--- config.mk ---
export PLATFORM = sky130hd
export DESIGN_NAME = serial_async_tx_flat
export DESIGN_NICKNAME = d
export VERILOG_FILES = /design/src/rtl/serial_async_pkg.sv /design/src/rtl/serial_async_tx_if.sv /design/src/rtl/serial_bit_tick.sv /design/src/rtl/serial_async_tx.sv /design/src/flat_wrapper.sv
export SDC_FILE = /design/constraint.sdc
export NUM_CORES = 1
export LEC_CHECK = 0
export ABC_CLOCK_PERIOD_IN_PS = 2800
export CAP_MARGIN = 40
export CORE_UTILIZATION = 50
export DETAILED_ROUTE_END_ITERATION = 8
export MAX_ROUTING_LAYER = met4
export PLACE_DENSITY_LB_ADDON = 0.25
export RECOVER_POWER = 25
export SYNTH_ARGS = -nofsm -noshare
export SYNTH_HDL_FRONTEND = slang
export SYNTH_SLANG_ARGS = --single-unit
--- constraint.sdc ---
create_clock -name in_clk -period 2.8 [get_ports in_clk]
set_input_delay 0.56 -clock in_clk [delete_from_list [all_inputs] [get_ports in_clk]]
set_output_delay 0.56 -clock in_clk [all_outputs]
set_load 0.01 [all_outputs]
--- src/rtl/serial_async_pkg.sv ---
// Shared framing helpers for the asynchronous serial transmitter and receiver:
// state encoding, bit-period calculation and parity.
package serial_async_pkg;

  typedef logic [2:0] t_tx_state;

  localparam t_tx_state StReady    = 3'd0;
  localparam t_tx_state StStart    = 3'd1;
  localparam t_tx_state StData     = 3'd2;
  localparam t_tx_state StParity   = 3'd3;
  localparam t_tx_state StStop     = 3'd4;

  // Widest word the parity helper accepts; narrower words are zero-extended.
  localparam int unsigned MaxWordBits = 64;

  function automatic int unsigned bit_period(int unsigned main_clk_hz,
                                             int unsigned serial_clk_hz);
    return main_clk_hz / serial_clk_hz;
  endfunction

  // Even parity makes the total count of ones (data + parity) even.
  function automatic logic parity(logic [MaxWordBits-1:0] data, logic even);
    return (^data) ^ ~even;
  endfunction

endpackage

--- src/rtl/serial_async_tx_if.sv ---
// Word handshake and serial line of the asynchronous transmitter.
interface serial_async_tx_if #(
  parameter int unsigned BITS = 8
) ();

  logic            in_enable;
  logic [BITS-1:0] in_parallel;
  logic            out_ready;
  logic            out_next_word;
  logic            out_serial;

  modport master (
    output in_enable,
    output in_parallel,
    input  out_ready,
    input  out_next_word,
    input  out_serial
  );

  modport slave (
    input  in_enable,
    input  in_parallel,
    output out_ready,
    output out_next_word,
    output out_serial
  );

endinterface

--- src/rtl/serial_bit_tick.sv ---
// Bit-period counter: tick_o is high on the last cycle of every PERIOD-cycle bit.
module serial_bit_tick #(
  parameter int unsigned PERIOD = 8
) (
  input  logic in_clk,
  input  logic in_rst,
  input  logic clear_i,
  output logic tick_o
);

  localparam int unsigned   CntW = $clog2(PERIOD) + 1;
  localparam logic [CntW-1:0] Last = CntW'(PERIOD - 1);

  logic [CntW-1:0] cnt_q, cnt_d;

  assign tick_o = (cnt_q == Last);

  always_comb begin
    if (clear_i || tick_o) begin
      cnt_d = '0;
    end else begin
      cnt_d = cnt_q + CntW'(1);
    end
  end

  always_ff @(posedge in_clk or posedge in_rst) begin
    if (in_rst) begin
      cnt_q <= '0;
    end else begin
      cnt_q <= cnt_d;
    end
  end

endmodule

--- src/rtl/serial_async_tx.sv ---
// UART-style transmitter: start, data, optional parity and stop sections, each bit
// held for one bit period; back-to-back frames when in_enable stays high.
module serial_async_tx
  import serial_async_pkg::*;
#(
  parameter int unsigned MAIN_CLK_HZ   = 50_000_000,
  parameter int unsigned SERIAL_CLK_HZ = 9_600,
  parameter logic        SERIAL_START  = 1'b0,
  parameter logic        SERIAL_STOP   = 1'b1,
  parameter int unsigned BITS          = 8,
  parameter int unsigned START_BITS    = 1,
  parameter int unsigned PARITY_BITS   = 0,
  parameter int unsigned STOP_BITS     = 1,
  parameter logic        LOWBIT_FIRST  = 1'b1,
  parameter logic        EVEN_PARITY   = 1'b1
) (
  input logic               in_clk,
  input logic               in_rst,
  serial_async_tx_if.slave  bus
);

  localparam int unsigned T      = bit_period(MAIN_CLK_HZ, SERIAL_CLK_HZ);
  localparam int unsigned MaxAB  = (BITS > START_BITS) ? BITS : START_BITS;
  localparam int unsigned MaxCD  = (STOP_BITS > PARITY_BITS) ? STOP_BITS : PARITY_BITS;
  localparam int unsigned MaxSec = (MaxAB > MaxCD) ? MaxAB : MaxCD;
  localparam int unsigned CntW   = $clog2(MaxSec) + 1;
  localparam t_tx_state FirstSec = (START_BITS != 0) ? StStart : StData;

  t_tx_state       state_q, state_d;
  logic [CntW-1:0] cnt_q, cnt_d, last_idx;
  logic [BITS-1:0] data_q, data_d;
  logic            serial_q, serial_d;
  logic            next_word_q, next_word_d;
  logic            tick, can_latch;

  function automatic int unsigned sec_len(t_tx_state s);
    case (s)
      StStart:  return START_BITS;
      StData:   return BITS;
      StParity: return PARITY_BITS;
      StStop:   return STOP_BITS;
      default:  return 0;
    endcase
  endfunction

  // Empty sections are skipped here, so they cost no cycles.
  function automatic t_tx_state sec_after(t_tx_state s);
    case (s)
      StStart:  return StData;
      StData:   return (PARITY_BITS != 0) ? StParity : ((STOP_BITS != 0) ? StStop : StReady);
      StParity: return (STOP_BITS != 0) ? StStop : StReady;
      default:  return StReady;
    endcase
  endfunction

  function automatic logic line_level(t_tx_state s, logic [CntW-1:0] idx,
                                      logic [BITS-1:0] word);
    logic [BITS-1:0] shifted;
    logic            lvl;
    case (s)
      StStart: lvl = SERIAL_START;
      StData: begin
        shifted = LOWBIT_FIRST ? (word >> idx) : (word << idx);
        lvl     = LOWBIT_FIRST ? shifted[0] : shifted[BITS-1];
      end
      StParity: lvl = parity(MaxWordBits'(word), EVEN_PARITY);
      default:  lvl = SERIAL_STOP;
    endcase
    return lvl;
  endfunction

  serial_bit_tick #(
    .PERIOD (T)
  ) u_tick (
    .in_clk  (in_clk),
    .in_rst  (in_rst),
    .clear_i (state_q == StReady),
    .tick_o  (tick)
  );

  always_comb begin
    state_d     = state_q;
    cnt_d       = cnt_q;
    data_d      = data_q;
    next_word_d = 1'b0;
    can_latch   = 1'b0;
    last_idx    = CntW'(sec_len(state_q) - 1);

    if (state_q == StReady) begin
      can_latch = 1'b1;
    end else if (tick) begin
      if (cnt_q == last_idx) begin
        state_d   = sec_after(state_q);
        cnt_d     = '0;
        can_latch = (state_d == StReady);
      end else begin
        cnt_d = cnt_q + CntW'(1);
      end
    end

    if (can_latch && bus.in_enable) begin
      data_d      = bus.in_parallel;
      next_word_d = 1'b1;
      state_d     = FirstSec;
      cnt_d       = '0;
    end

    // The line register always shows the bit selected by the next state.
    serial_d = line_level(state_d, cnt_d, data_d);
  end

  always_ff @(posedge in_clk or posedge in_rst) begin
    if (in_rst) begin
      state_q     <= StReady;
      cnt_q       <= '0;
      data_q      <= '0;
      serial_q    <= SERIAL_STOP;
      next_word_q <= 1'b0;
    end else begin
      state_q     <= state_d;
      cnt_q       <= cnt_d;
      data_q      <= data_d;
      serial_q    <= serial_d;
      next_word_q <= next_word_d;
    end
  end

  assign bus.out_ready     = (state_q == StReady);
  assign bus.out_next_word = next_word_q;
  assign bus.out_serial    = serial_q;

endmodule

--- src/flat_wrapper.sv ---
// flat-port wrapper written by rule: the top's interface ports become plain ports
module serial_async_tx_flat import serial_async_pkg::*;
#(
  parameter int unsigned MAIN_CLK_HZ   = 50_000_000,
  parameter int unsigned SERIAL_CLK_HZ = 9_600,
  parameter logic        SERIAL_START  = 1'b0,
  parameter logic        SERIAL_STOP   = 1'b1,
  parameter int unsigned BITS          = 8,
  parameter int unsigned START_BITS    = 1,
  parameter int unsigned PARITY_BITS   = 0,
  parameter int unsigned STOP_BITS     = 1,
  parameter logic        LOWBIT_FIRST  = 1'b1,
  parameter logic        EVEN_PARITY   = 1'b1
)
  (in_clk, in_rst, bus_in_enable, bus_in_parallel, bus_out_ready, bus_out_next_word, bus_out_serial);
  serial_async_tx_if #(.BITS(BITS)) bus_i ();
  input logic in_clk;
  input logic in_rst;
  input wire logic [$bits(bus_i.in_enable)-1:0] bus_in_enable;
  input wire logic [$bits(bus_i.in_parallel)-1:0] bus_in_parallel;
  output wire logic [$bits(bus_i.out_ready)-1:0] bus_out_ready;
  output wire logic [$bits(bus_i.out_next_word)-1:0] bus_out_next_word;
  output wire logic [$bits(bus_i.out_serial)-1:0] bus_out_serial;
  assign bus_i.in_enable = bus_in_enable;
  assign bus_i.in_parallel = bus_in_parallel;
  assign bus_out_ready = bus_i.out_ready;
  assign bus_out_next_word = bus_i.out_next_word;
  assign bus_out_serial = bus_i.out_serial;
  serial_async_tx #(.MAIN_CLK_HZ(MAIN_CLK_HZ), .SERIAL_CLK_HZ(SERIAL_CLK_HZ), .SERIAL_START(SERIAL_START), .SERIAL_STOP(SERIAL_STOP), .BITS(BITS), .START_BITS(START_BITS), .PARITY_BITS(PARITY_BITS), .STOP_BITS(STOP_BITS), .LOWBIT_FIRST(LOWBIT_FIRST), .EVEN_PARITY(EVEN_PARITY)) u_core (.in_clk(in_clk), .in_rst(in_rst), .bus(bus_i));
endmodule
==> impl_metrics.xml <==
<?xml version="1.0" encoding="UTF-8"?>
<metrics>
  <group name="outcome">
    <metric name="outcome" unit="">finished with violations</metric>
    <metric name="failed_checks" unit="">capacitance limit, slew limit</metric>
  </group>
  <group name="synthesis">
    <metric name="post-synth-top-area-fraction" unit="">0.391</metric>
    <metric name="synth_top_area_cell" unit="">sky130_fd_sc_hd__dfrtp_1</metric>
    <metric name="syn-num-nets" unit="">200</metric>
    <metric name="post_synth_edffs" unit="">0</metric>
    <metric name="syn_area_per_cell" unit="sq um">10.3</metric>
    <metric name="synthesis.area" unit="sq um">1920</metric>
    <metric name="post_synth_main_area_contributors" unit="">sky130_fd_sc_hd__dfrtp_1 (39%), sky130_fd_sc_hd__xnor2_1 (6.8%), sky130_fd_sc_hd__xor2_1 (5.5%)</metric>
    <metric name="ys_async_sr_fraction" unit="">1.00</metric>
    <metric name="yosys.cell_types.count" unit="">48</metric>
    <metric name="yosysWarnings" unit="">0</metric>
    <metric name="ys_seq_elements" unit="">31</metric>
    <metric name="ys_seq_area_frac" unit="">0.405</metric>
    <metric name="ys_dominant_reg_cell" unit="">sky130_fd_sc_hd__dfrtp_1</metric>
    <metric name="syn_inst" unit="">187</metric>
  </group>
  <group name="die">
    <metric name="die_height" unit="um">64.0</metric>
    <metric name="coreArea" unit="sq um">3660</metric>
    <metric name="initial_core_util" unit="">0.525</metric>
    <metric name="floorplan.io_pins" unit="">14</metric>
    <metric name="floorplan.die_area" unit="sq um">4090</metric>
    <metric name="rows" unit="">22</metric>
    <metric name="chipWidth" unit="um">64.0</metric>
  </group>
  <group name="placement">
    <metric name="port_buffers" unit="">13</metric>
    <metric name="gp_routability_congestion" unit="">0.867</metric>
    <metric name="dp_hpwl" unit="mm">2.73</metric>
    <metric name="placedCellCount" unit="">246</metric>
  </group>
  <group name="worst_setup_path">
    <metric name="critical_path.max_stage_delay" unit="ns">0.41</metric>
    <metric name="critical_path.endpoint_type" unit="">flip-flop</metric>
    <metric name="worstPathRequired" unit="ns">3.01</metric>
    <metric name="timing.critical_path.slowest_stage_cell" unit="">sky130_fd_sc_hd__dfrtp_1</metric>
    <metric name="timing.critical_path.mode_cell" unit="">sky130_fd_sc_hd__mux2i_1</metric>
    <metric name="critical_path.max_fanout" unit="">10</metric>
    <metric name="critical_path_class" unit="">reg2reg</metric>
    <metric name="worstPathArrival" unit="ns">2.76</metric>
    <metric name="critical_path_cell_sequence" unit="">ha_1, and4b_1, nand4_4, nor2_2, and2_1, mux2i_1, mux2i_1, a2111oi_4, o21ai_1</metric>
    <metric name="critical_path.startpoint_type" unit="">flip-flop</metric>
  </group>
  <group name="cts">
    <metric name="clock_tree_from_tritoncts" unit="">done</metric>
    <metric name="post_cts_resize_count" unit="">0</metric>
    <metric name="postCtsSetupBuffers" unit="">0</metric>
    <metric name="ctsRootBufferMaster" unit="">sky130_fd_sc_hd__clkbuf_8</metric>
    <metric name="cts.sinks" unit="">31</metric>
    <metric name="cts.reportedPaths.clkPinSlew" unit="ns">0.07</metric>
    <metric name="cts_buffers" unit="">5</metric>
    <metric name="cts.htree.levels" unit="">2</metric>
    <metric name="cts_buffer_depth" unit="">2</metric>
    <metric name="holdBufCountCts" unit="">0</metric>
    <metric name="clkLatencyLatePin" unit="ns">0.29</metric>
  </group>
  <group name="route">
    <metric name="viasPerCell" unit="">5.57</metric>
    <metric name="routed_antenna_nets" unit="">0</metric>
    <metric name="drt_iter0_markers" unit="">87</metric>
    <metric name="drt-wirelength-per-cell" unit="um">15.1</metric>
    <metric name="drc" unit="">0</metric>
    <metric name="routed_wirelength" unit="mm">3.83</metric>
    <metric name="dr.pass1.iters" unit="">4</metric>
    <metric name="vias" unit="">1414</metric>
  </group>
  <group name="sta">
    <metric name="final.setup_skew" unit="ns">0.00729</metric>
    <metric name="timing.max_slew.rel_slack" unit="">-0.140</metric>
    <metric name="timing.final.crit_share" unit="">0.914</metric>
    <metric name="worst_slew_pin_slew" unit="ns">1.71</metric>
    <metric name="final-hold-violation-count" unit="">0</metric>
    <metric name="setup_viol" unit="">0</metric>
    <metric name="fmaxAchievable" unit="MHz">391</metric>
    <metric name="setup_repair_after_global_routing_missed_its_margin" unit="">false</metric>
    <metric name="period_needed" unit="ns">2.56</metric>
    <metric name="finalSetupTns" unit="ns">0</metric>
    <metric name="final-max-slew-violation-count" unit="">32</metric>
  </group>
  <group name="layout">
    <metric name="layout-drive-gt1-share" unit="">0.146</metric>
    <metric name="seq_area" unit="sq um">777</metric>
    <metric name="post-route-util" unit="">0.599</metric>
    <metric name="number_of_inserted_filler_cells_in_the_final_layout" unit="">320</metric>
    <metric name="multi_input_area" unit="sq um">1070</metric>
    <metric name="nNetsFinal" unit="">218</metric>
    <metric name="layoutNonFillerInstCount" unit="">254</metric>
    <metric name="layout_commonest_cell" unit="">sky130_fd_sc_hd__dfrtp_1</metric>
    <metric name="antenna-diode-count" unit="">0</metric>
    <metric name="syn_to_final_growth" unit="%">14.1</metric>
    <metric name="final_cell_mix" unit="">sky130_fd_sc_hd__dfrtp_1 (30), sky130_fd_sc_hd__nor2_1 (18), sky130_fd_sc_hd__xnor2_1 (15)</metric>
  </group>
  <group name="global_routing">
    <metric name="overflow_after_grt" unit="">0</metric>
    <metric name="number_of_antenna_violations_at_the_first_check_in_global_routing" unit="">0</metric>
    <metric name="first_pass_grt_wire_length" unit="mm">6.86</metric>
    <metric name="via_count_of_the_first_global_routing_pass" unit="">1527</metric>
    <metric name="track_usage" unit="">0.223</metric>
    <metric name="grt_max_degree" unit="">32</metric>
  </group>
  <group name="power_and_ir_drop">
    <metric name="leakage" unit="nW">0.999</metric>
    <metric name="cellPowerDensity" unit="nW/um^2">403</metric>
    <metric name="vdd_ir_drop_max" unit="mV">0.346</metric>
  </group>
  <group name="job">
    <metric name="cap_violations" unit="">1</metric>
  </group>
  <group name="worst_hold_path">
    <metric name="timing.hold.worst.class" unit="">reg2reg</metric>
  </group>
</metrics>
## cell usage after synthesis (2+ instances only)
master	instances
sky130_fd_sc_hd__a211oi_1	2
sky130_fd_sc_hd__a21oi_1	3
sky130_fd_sc_hd__a31oi_1	4
sky130_fd_sc_hd__and3_1	6
sky130_fd_sc_hd__and4_1	2
sky130_fd_sc_hd__buf_6	2
sky130_fd_sc_hd__clkbuf_1	2
sky130_fd_sc_hd__dfrtp_1	30
sky130_fd_sc_hd__ha_1	2
sky130_fd_sc_hd__inv_1	10
sky130_fd_sc_hd__mux2_2	8
sky130_fd_sc_hd__mux2i_1	8
sky130_fd_sc_hd__nand2_1	11
sky130_fd_sc_hd__nand2b_4	2
sky130_fd_sc_hd__nand3_1	12
sky130_fd_sc_hd__nand4_1	2
sky130_fd_sc_hd__nor2_1	18
sky130_fd_sc_hd__nor2b_1	2
sky130_fd_sc_hd__nor3_1	4
sky130_fd_sc_hd__o21ai_0	3
sky130_fd_sc_hd__o221ai_1	2
sky130_fd_sc_hd__xnor2_1	15
sky130_fd_sc_hd__xor2_1	12
## stage by stage
stage,total power (W),hold WS [ns],instance area [sq um],setup slack [ns]
global placement,0.000501,0.482,2100,0.406
global route,0.000915,0.542,2190,0.0249
floorplan,0.000479,0.469,1920,0.537
CTS,0.000902,0.519,2200,0.249
finish,0.000884,0.528,2190,0.241
detailed placement,0.000502,0.511,2100,0.274
## flip-flops by register name (all words and copies together) (netlist names)
name	cells
u_core.bus.out_next_word	1
u_core.u_tick.cnt_q	14
u_core.bus.out_serial	1
u_core.state_q	3
u_core.data_q	8
u_core.cnt_q	4
## final cells by class
cell class / instances / share of cell area
clock buffer: 8 / 0.0457
inverter: 10 / 0.0171
multi-input combinational: 141 / 0.487
sequential: 31 / 0.354
tap: 48 / 0.0274
timing repair buffer: 16 / 0.0679
## path summary, 6_finish.rpt
path	startpoint	endpoint	slack [ns]	depth (start not counted)
max	u_core.u_tick.cnt_q[0]$_DFF_PP0_	u_core.bus.out_serial$_DFF_PP1_	0.24	9
min	u_core.u_tick.cnt_q[0]$_DFF_PP0_	u_core.u_tick.cnt_q[0]$_DFF_PP0_	0.53	1
max in group asynchronous	in_rst	u_core.u_tick.cnt_q[13]$_DFF_PP0_	0.48	3
min reg2reg	u_core.u_tick.cnt_q[0]$_DFF_PP0_	u_core.u_tick.cnt_q[0]$_DFF_PP0_	0.53	1
max reg2reg	u_core.u_tick.cnt_q[0]$_DFF_PP0_	u_core.bus.out_serial$_DFF_PP1_	0.24	9
min in group asynchronous	in_rst	u_core.data_q[0]$_DFF_PP0_	1.33	3
## report_power, final
group | leakage [nW] | switching, W | internal [W] | total (W)
logic | 0.558 | 0.0000205 | 0.0000233 | 0.0000438
clock network | 0.0515 | 0.000168 | 0.000224 | 0.000393
registers | 0.389 | 0 | 0.000448 | 0.000448
total | 0.999 | 0.000189 | 0.000695 | 0.000884
## routing by layer
metal,routed length [um],GRT usage
met5,0,-
met4,95,0.102
met3,128,0.0482
met2,1820,0.344
met1,1790,0.279
## critical path: cells and delay by family, from the launching register on
kind | cells | cell delay [ns]
simple gates | 4 | 1.03
flops | 1 | 0.41
mux | 2 | 0.35
fa+ha+maj | 1 | 0.23
compound gates | 2 | 0.46
## cell families (layout without fill, tap and decap cells)
logic type | count (synthesis) | after routing | share of synthesized area
AO/OA/AOI/OAI | 26 | 26 | 0.117
XOR/XNOR | 27 | 27 | 0.123
adder cells (fa/ha/maj) | 2 | 2 | 0.0130
buffers and inverters | 15 | 34 | 0.0391
flip-flops | 31 | 31 | 0.405
multiplexers | 16 | 16 | 0.0886
AND/OR/NAND/NOR | 70 | 70 | 0.214
Note: power is estimated with default switching activity, not from simulation.
